$ cat src/rtl/mac_stream_feeder.sv
// Stream sequencer feeding the 16-lane multiply/adder-tree MAC and collecting its results.
// Optional STALL_CNT_EN adds a saturating count of starved RUN cycles on stall_cycles.
module mac_stream_feeder #(
    parameter int unsigned N       = 16,
    parameter int unsigned CHUNK_W = 8,
    parameter int unsigned OUT_W   = 12
) (
    input  logic                clk,
    input  logic                rst,
    input  logic                start,
    input  logic [CHUNK_W-1:0]  num_chunks,
    input  logic [OUT_W-1:0]    num_outputs,
    input  logic [16*N-1:0]     in_act,
    input  logic [16*N-1:0]     in_wgt,
    input  logic                in_valid,
    output logic                in_ready,
    output logic [16*N-1:0]     A,
    output logic [16*N-1:0]     B,
    output logic                load_sig,
    input  logic [15:0]         tree_out,
    output logic [15:0]         res_data,
    output logic                res_valid,
    output logic                busy,
`ifdef STALL_CNT_EN
    output logic                done,
    output logic [15:0]         stall_cycles
`else
    output logic                done
`endif
);

    typedef enum logic [1:0] {StIdle, StRun, StDrain, StDone} state_t;

    localparam logic [CHUNK_W-1:0] OneC = CHUNK_W'(1);
    localparam logic [OUT_W-1:0]   OneO = OUT_W'(1);

    state_t             state_q, state_d;
    logic [CHUNK_W-1:0] nc_q;
    logic [OUT_W-1:0]   no_q;
    logic [CHUNK_W-1:0] chunk_cnt_q;
    logic [OUT_W-1:0]   out_issue_cnt_q;
    logic [OUT_W-1:0]   res_cnt_q;
    logic [3:0]         first_q;
    logic [3:0]         last_q;
    logic               cap_q;
    logic [16*N-1:0]    a_q, b_q;
    logic [15:0]        res_data_q;
    logic               res_valid_q;

    logic start_ok, accept, beat_first, beat_last, final_beat;

    assign start_ok   = (state_q == StIdle) && start;
    assign accept     = in_valid && in_ready;
    assign beat_first = (chunk_cnt_q == '0);
    assign beat_last  = (chunk_cnt_q == nc_q - OneC);
    assign final_beat = accept && beat_last && (out_issue_cnt_q == no_q - OneO);

    always_ff @(posedge clk or negedge rst) begin
        if (!rst) begin
            state_q <= StIdle;
        end else begin
            state_q <= state_d;
        end
    end

    always_comb begin
        state_d = state_q;
        unique case (state_q)
            StIdle: begin
                if (start) begin
                    state_d = (num_outputs == '0) ? StDone : StRun;
                end
            end
            StRun: begin
                if (final_beat) begin
                    state_d = StDrain;
                end
            end
            StDrain: begin
                if (res_cnt_q == no_q) begin
                    state_d = StDone;
                end
            end
            StDone: state_d = StIdle;
            default: state_d = StIdle;
        endcase
    end

    // The final beat moves the FSM to DRAIN, so RUN always has beats left.
    always_comb begin
        in_ready = (state_q == StRun);
        busy     = (state_q != StIdle);
        done     = (state_q == StDone);
    end

    always_ff @(posedge clk or negedge rst) begin
        if (!rst) begin
            nc_q            <= '0;
            no_q            <= '0;
            chunk_cnt_q     <= '0;
            out_issue_cnt_q <= '0;
            res_cnt_q       <= '0;
            first_q         <= '0;
            last_q          <= '0;
            cap_q           <= 1'b0;
            a_q             <= '0;
            b_q             <= '0;
            res_data_q      <= '0;
            res_valid_q     <= 1'b0;
        end else begin
            if (start_ok) begin
                nc_q            <= (num_chunks == '0) ? OneC : num_chunks;
                no_q            <= num_outputs;
                chunk_cnt_q     <= '0;
                out_issue_cnt_q <= '0;
                res_cnt_q       <= '0;
            end else begin
                if (accept) begin
                    if (beat_last) begin
                        chunk_cnt_q     <= '0;
                        out_issue_cnt_q <= out_issue_cnt_q + OneO;
                    end else begin
                        chunk_cnt_q <= chunk_cnt_q + OneC;
                    end
                end
                if (cap_q) begin
                    res_cnt_q <= res_cnt_q + OneO;
                end
            end

            a_q <= accept ? in_act : '0;
            b_q <= accept ? in_wgt : '0;

            // Stage k holds the tag of the beat presented k cycles ago.
            first_q <= {first_q[2:0], accept && beat_first};
            last_q  <= {last_q[2:0], accept && beat_last};

            // Capture at end of p+4 sees the accumulator before any same-edge reload.
            cap_q       <= last_q[3];
            res_valid_q <= cap_q;
            if (cap_q) begin
                res_data_q <= tree_out;
            end
        end
    end

    assign A         = a_q;
    assign B         = b_q;
    assign load_sig  = first_q[3];
    assign res_data  = res_data_q;
    assign res_valid = res_valid_q;

`ifdef STALL_CNT_EN
    logic [15:0] stall_q;

    always_ff @(posedge clk or negedge rst) begin
        if (!rst) begin
            stall_q <= '0;
        end else if (start_ok) begin
            stall_q <= '0;
        end else if ((state_q == StRun) && !in_valid && (stall_q != 16'hFFFF)) begin
            stall_q <= stall_q + 16'd1;
        end
    end

    assign stall_cycles = stall_q;
`endif

endmodule

$ cat config.mk
export PLATFORM = sky130hd
export DESIGN_NAME = mac_stream_feeder
export DESIGN_NICKNAME = d
export VERILOG_FILES = /design/src/rtl/mac_stream_feeder.sv
export SDC_FILE = /design/constraint.sdc
export NUM_CORES = 1
export LEC_CHECK = 0
export ABC_CLOCK_PERIOD_IN_PS = 4000
export CAP_MARGIN = 20
export CORE_AREA = 2 2 418 420
export CTS_BUF_LIST = sky130_fd_sc_hd__clkbuf_8 sky130_fd_sc_hd__clkbuf_16
export CTS_CLUSTER_DIAMETER = 50
export CTS_CLUSTER_SIZE = 12
export DETAILED_ROUTE_END_ITERATION = 12
export DIE_AREA = 0 0 420 422
export HOLD_SLACK_MARGIN = 0.02
export PLACE_DENSITY = 0.39
export RECOVER_POWER = 25
export SLEW_MARGIN = 20
export SYNTH_ARGS = -nofsm -noshare
export SYNTH_HDL_FRONTEND = slang
export SYNTH_SLANG_ARGS = --single-unit
$ cat constraint.sdc
create_clock -name clk -period 4 [get_ports clk]
set_input_delay 0.8 -clock clk [delete_from_list [all_inputs] [get_ports clk]]
set_output_delay 0.8 -clock clk [all_outputs]
set_load 0.005 [all_outputs]
==> key figures <==
Outcome
  – Outcome: complete, but fails checks
  – Failing checks: max-capacitance violations, max-slew violations

STA
  – Worst-margin pin slew: ~2.6 ns
  – Final Max Tran Viols: 62
  – RSZ-0062 raised after global routing: no
  – Slew headroom: -70.45%
  – Final setup TNS: 0 ns
  – Final Skew: 0.02437 ns
  – Final period util: about four fifths
  – Fmax achieved: 0.3187 GHz
  – Final setup viols: 0
  – Final Hold Viols: 0
  – Fin crit period: 3.138 ns

Final layout
  – Post-Route Utilization: 22.06%
  – Layout cells sized above 1: roughly 8.5%
  – Design area: 38,130 µm²
  – Final std cells w/o fill: 5,094
  – Area growth syn-to-layout: 83.74%
  – NumNets Final: 3,229

Floorplan
  – Core footprint: 172,900 µm²
  – Die Y: roughly 420 µm
  – I/O Pins: 1,085
  – Initial Util: 12.00%
  – Die X: 420 µm
  – Die Area: 177,200 µm²
  – Rows: 153

Place
  – Placer Congestion: 0.8766
  – DP Area: ~34,000 µm²
  – Number of port buffers: 1,084
  – Dpl cells: between 4k and 5k
  – Detailed placement HPWL: 99,370 µm

GRT
  – Vias in the first global route: 18.18k
  – Total Routing Usage GR: 13.87%
  – Overflow after GRT: 0
  – Pin count of the biggest net entering global routing: 207
  – First-pass GRT wire length: ~170,000 µm
  – Initial antenna violation count: 54

Clocking
  – CTS root buf: clkbuf_16
  – CTS Buf Count: 104
  – H-tree depth: 3
  – Clk_lat worst skew: approximately 0.7 ns
  – CTS tree: done
  – Post-CTS setup buffer count: 0
  – Clk sinks: 592
  – Max clock buf depth: 3
  – CTS resizes: 0
  – CTS Hold Buffers Added: 0
  – Clk slew on worst S/H paths: ~0.050 ns

Setup path
  – CP delay by family, top: simple AND/OR/NAND/NOR gates
  – CP Class: register to register
  – CP Data Arrival Time: 3.77 ns
  – WP buf/inv: 1
  – Critical Path RT: 4.63 ns
  – CP startpoint kind: register
  – Element type at the critical path end: register
  – Crit-path slowest cell: a2111oi_4
  – Worst-path cell chain: inv_1 -> ha_1 -> nor3b_1 -> xor2_1 -> or3_4 -> a2111oi_4 -> nand4_4 -> or4_1 -> a21oi_1
  – Largest stage delay, worst path: 0.55 ns
  – Peak fanout along the critical path: 10

Logic synthesis
  – Most common cell in the netlist: dfrtp_1
  – Ys flop type: dfrtp_1
  – Cells after Synth: 1,581
  – Synth Register Bits: 592
  – EDFF count, synth: 0
  – Post-synthesis cell area: just over 20,000 µm²
  – Post-synth top cells: dfrtp_1 (592), and3_1 (521), clkbuf_1 (129)
  – Cell taking the most area after synthesis: dfrtp_1
  – Share of Yosys cell area claimed by the top area cell type: 71.39%
  – Syn Area/Cell: 13.13 µm²
  – Sequential fraction of the synthesis area: 71.39%
  – Syn nets: 2,144
  – Synth warn: 0
  – Synth top area cells: dfrtp_1 (71%), and3_1 (16%), clkbuf_1 (2.3%)
  – Asr flop ratio synth: 100.0%
  – Netlist cell types: 56

Drt
  – DR vias: 17.15k
  – Detailed-route wire length per cell: approximately 25 µm
  – TritonRoute pass-1 iters: 4
  – Remaining antenna violation count: 0
  – Total wire length: 127,100 µm
  – DR iter-0 viols: 958
  – DR DRC count: 0
  – Via density per instance: around 3.4

Power and ir drop
  – Leak: 18.19 nW
  – P per Cell Area: 431.3 nW/µm²
  – Maximum vdd drop: 0.2835 mV

Run
  – Max Cap Viol: 1

Hold path
  – Min-delay worst type: register to register
-- layout make-up --
type	instances	area [µm²]
fill	18560	134700
sequential	592	14810
timing repair buffer	1112	11140
multi-input combinational	841	5393
tap	2325	2909
clock buffer	119	2820
clock inverter	75	963.4
inverter	15	56.30
antenna	15	37.54
-- flip-flops by register name (all words and copies together) (netlist names) --
signal / count
state_q: 2
chunk_cnt_q: 8
cap_q: 1
B: 256
A: 256
res_valid: 1
res_data: 16
first_q: 4
nc_q: 8
last_q: 4
res_cnt_q: 12
out_issue_cnt_q: 12
no_q: 12
-- worst paths after layout --
check	to	slack, ns	from	cells after the start
max reg2reg	out_issue_cnt_q[11]$_DFFE_PN0P_	0.86	nc_q[0]$_DFFE_PN0P_	9
min reg2reg	first_q[1]$_DFF_PN0_	0.35	first_q[0]$_DFF_PN0_	0
min in group asynchronous	B[35]$_DFF_PN0_	0.87	rst	1
max in group asynchronous	B[131]$_DFF_PN0_	0.95	rst	2
min	first_q[1]$_DFF_PN0_	0.35	first_q[0]$_DFF_PN0_	0
max	out_issue_cnt_q[11]$_DFFE_PN0P_	0.86	nc_q[0]$_DFFE_PN0P_	9
-- routing by layer --
metal  part of all wire, %  global-route usage, %
met1                    40                  16.29
met2                    48                  22.92
met3                   8.6                  5.298
met4                   3.4                  4.856
met5                  0.23                      0
-- power by group --
| group | total, mW | internal (mW) | switching, mW |
|---|---|---|---|
| Sequential | 6.00 | 6.00 | 0 |
| Combinational | 0.807 | 0.488 | 0.319 |
| Clock | 9.64 | 6.19 | 3.46 |
| Total | 16.4 | 12.7 | 3.78 |
-- logic make-up (layout without fill, tap and decap cells) --
logic type	count (synthesis)	after routing	share of synthesized area [%]
other cells	0	15	0
flops	592	592	71.39
simple gates	702	702	20.15
buf+inv	148	1321	2.683
fa+ha+maj	11	11	0.6632
mux	21	21	1.115
compound gates	60	60	1.948
xor+xnor	47	47	2.050
-- per-stage QoR --
stage	total power, mW	setup slack [ns]	hold WS, ns
finish	16.45	0.8625	0.3476
global route	17.07	0.3859	0.3674
CTS	16.79	0.7581	0.1016
detailed placement	6.927	0.8958	0.3380
global placement	6.926	0.8605	0.3401
floorplan	6.152	1.192	0.3312
-- worst reg2reg max path: cells and delay by family (launching register included) --
kind	cells	cell delay [ns]
buffers and inverters	1	0.11
and+or+nand+nor	4	1.48
DFF	1	0.43
AOI/OAI and AO/OA	2	0.70
adders and majority gates	1	0.21
xor gates and xnor gates	1	0.13
-- placed cells by master (no fill, tap or decap), types with 9 or more instances in the layout --
cell type        count
xnor2_1             27
clkdlybuf4s50_1   1082
xor2_1              19
bufinv_16           17
nor2_1              27
clkinv_4            13
o21ai_0             14
nor3_1              10
mux2_2              17
dfrtp_1            592
a21oi_1             19
clkinv_2            11
nand2_1             68
buf_12               9
diode_2             15
clkbuf_16          105
inv_1               27
and3_1             521
clkbuf_8            14
nand2b_1            12
ha_1                10
nand3_1             18
Power figures use the tool's default switching activity.
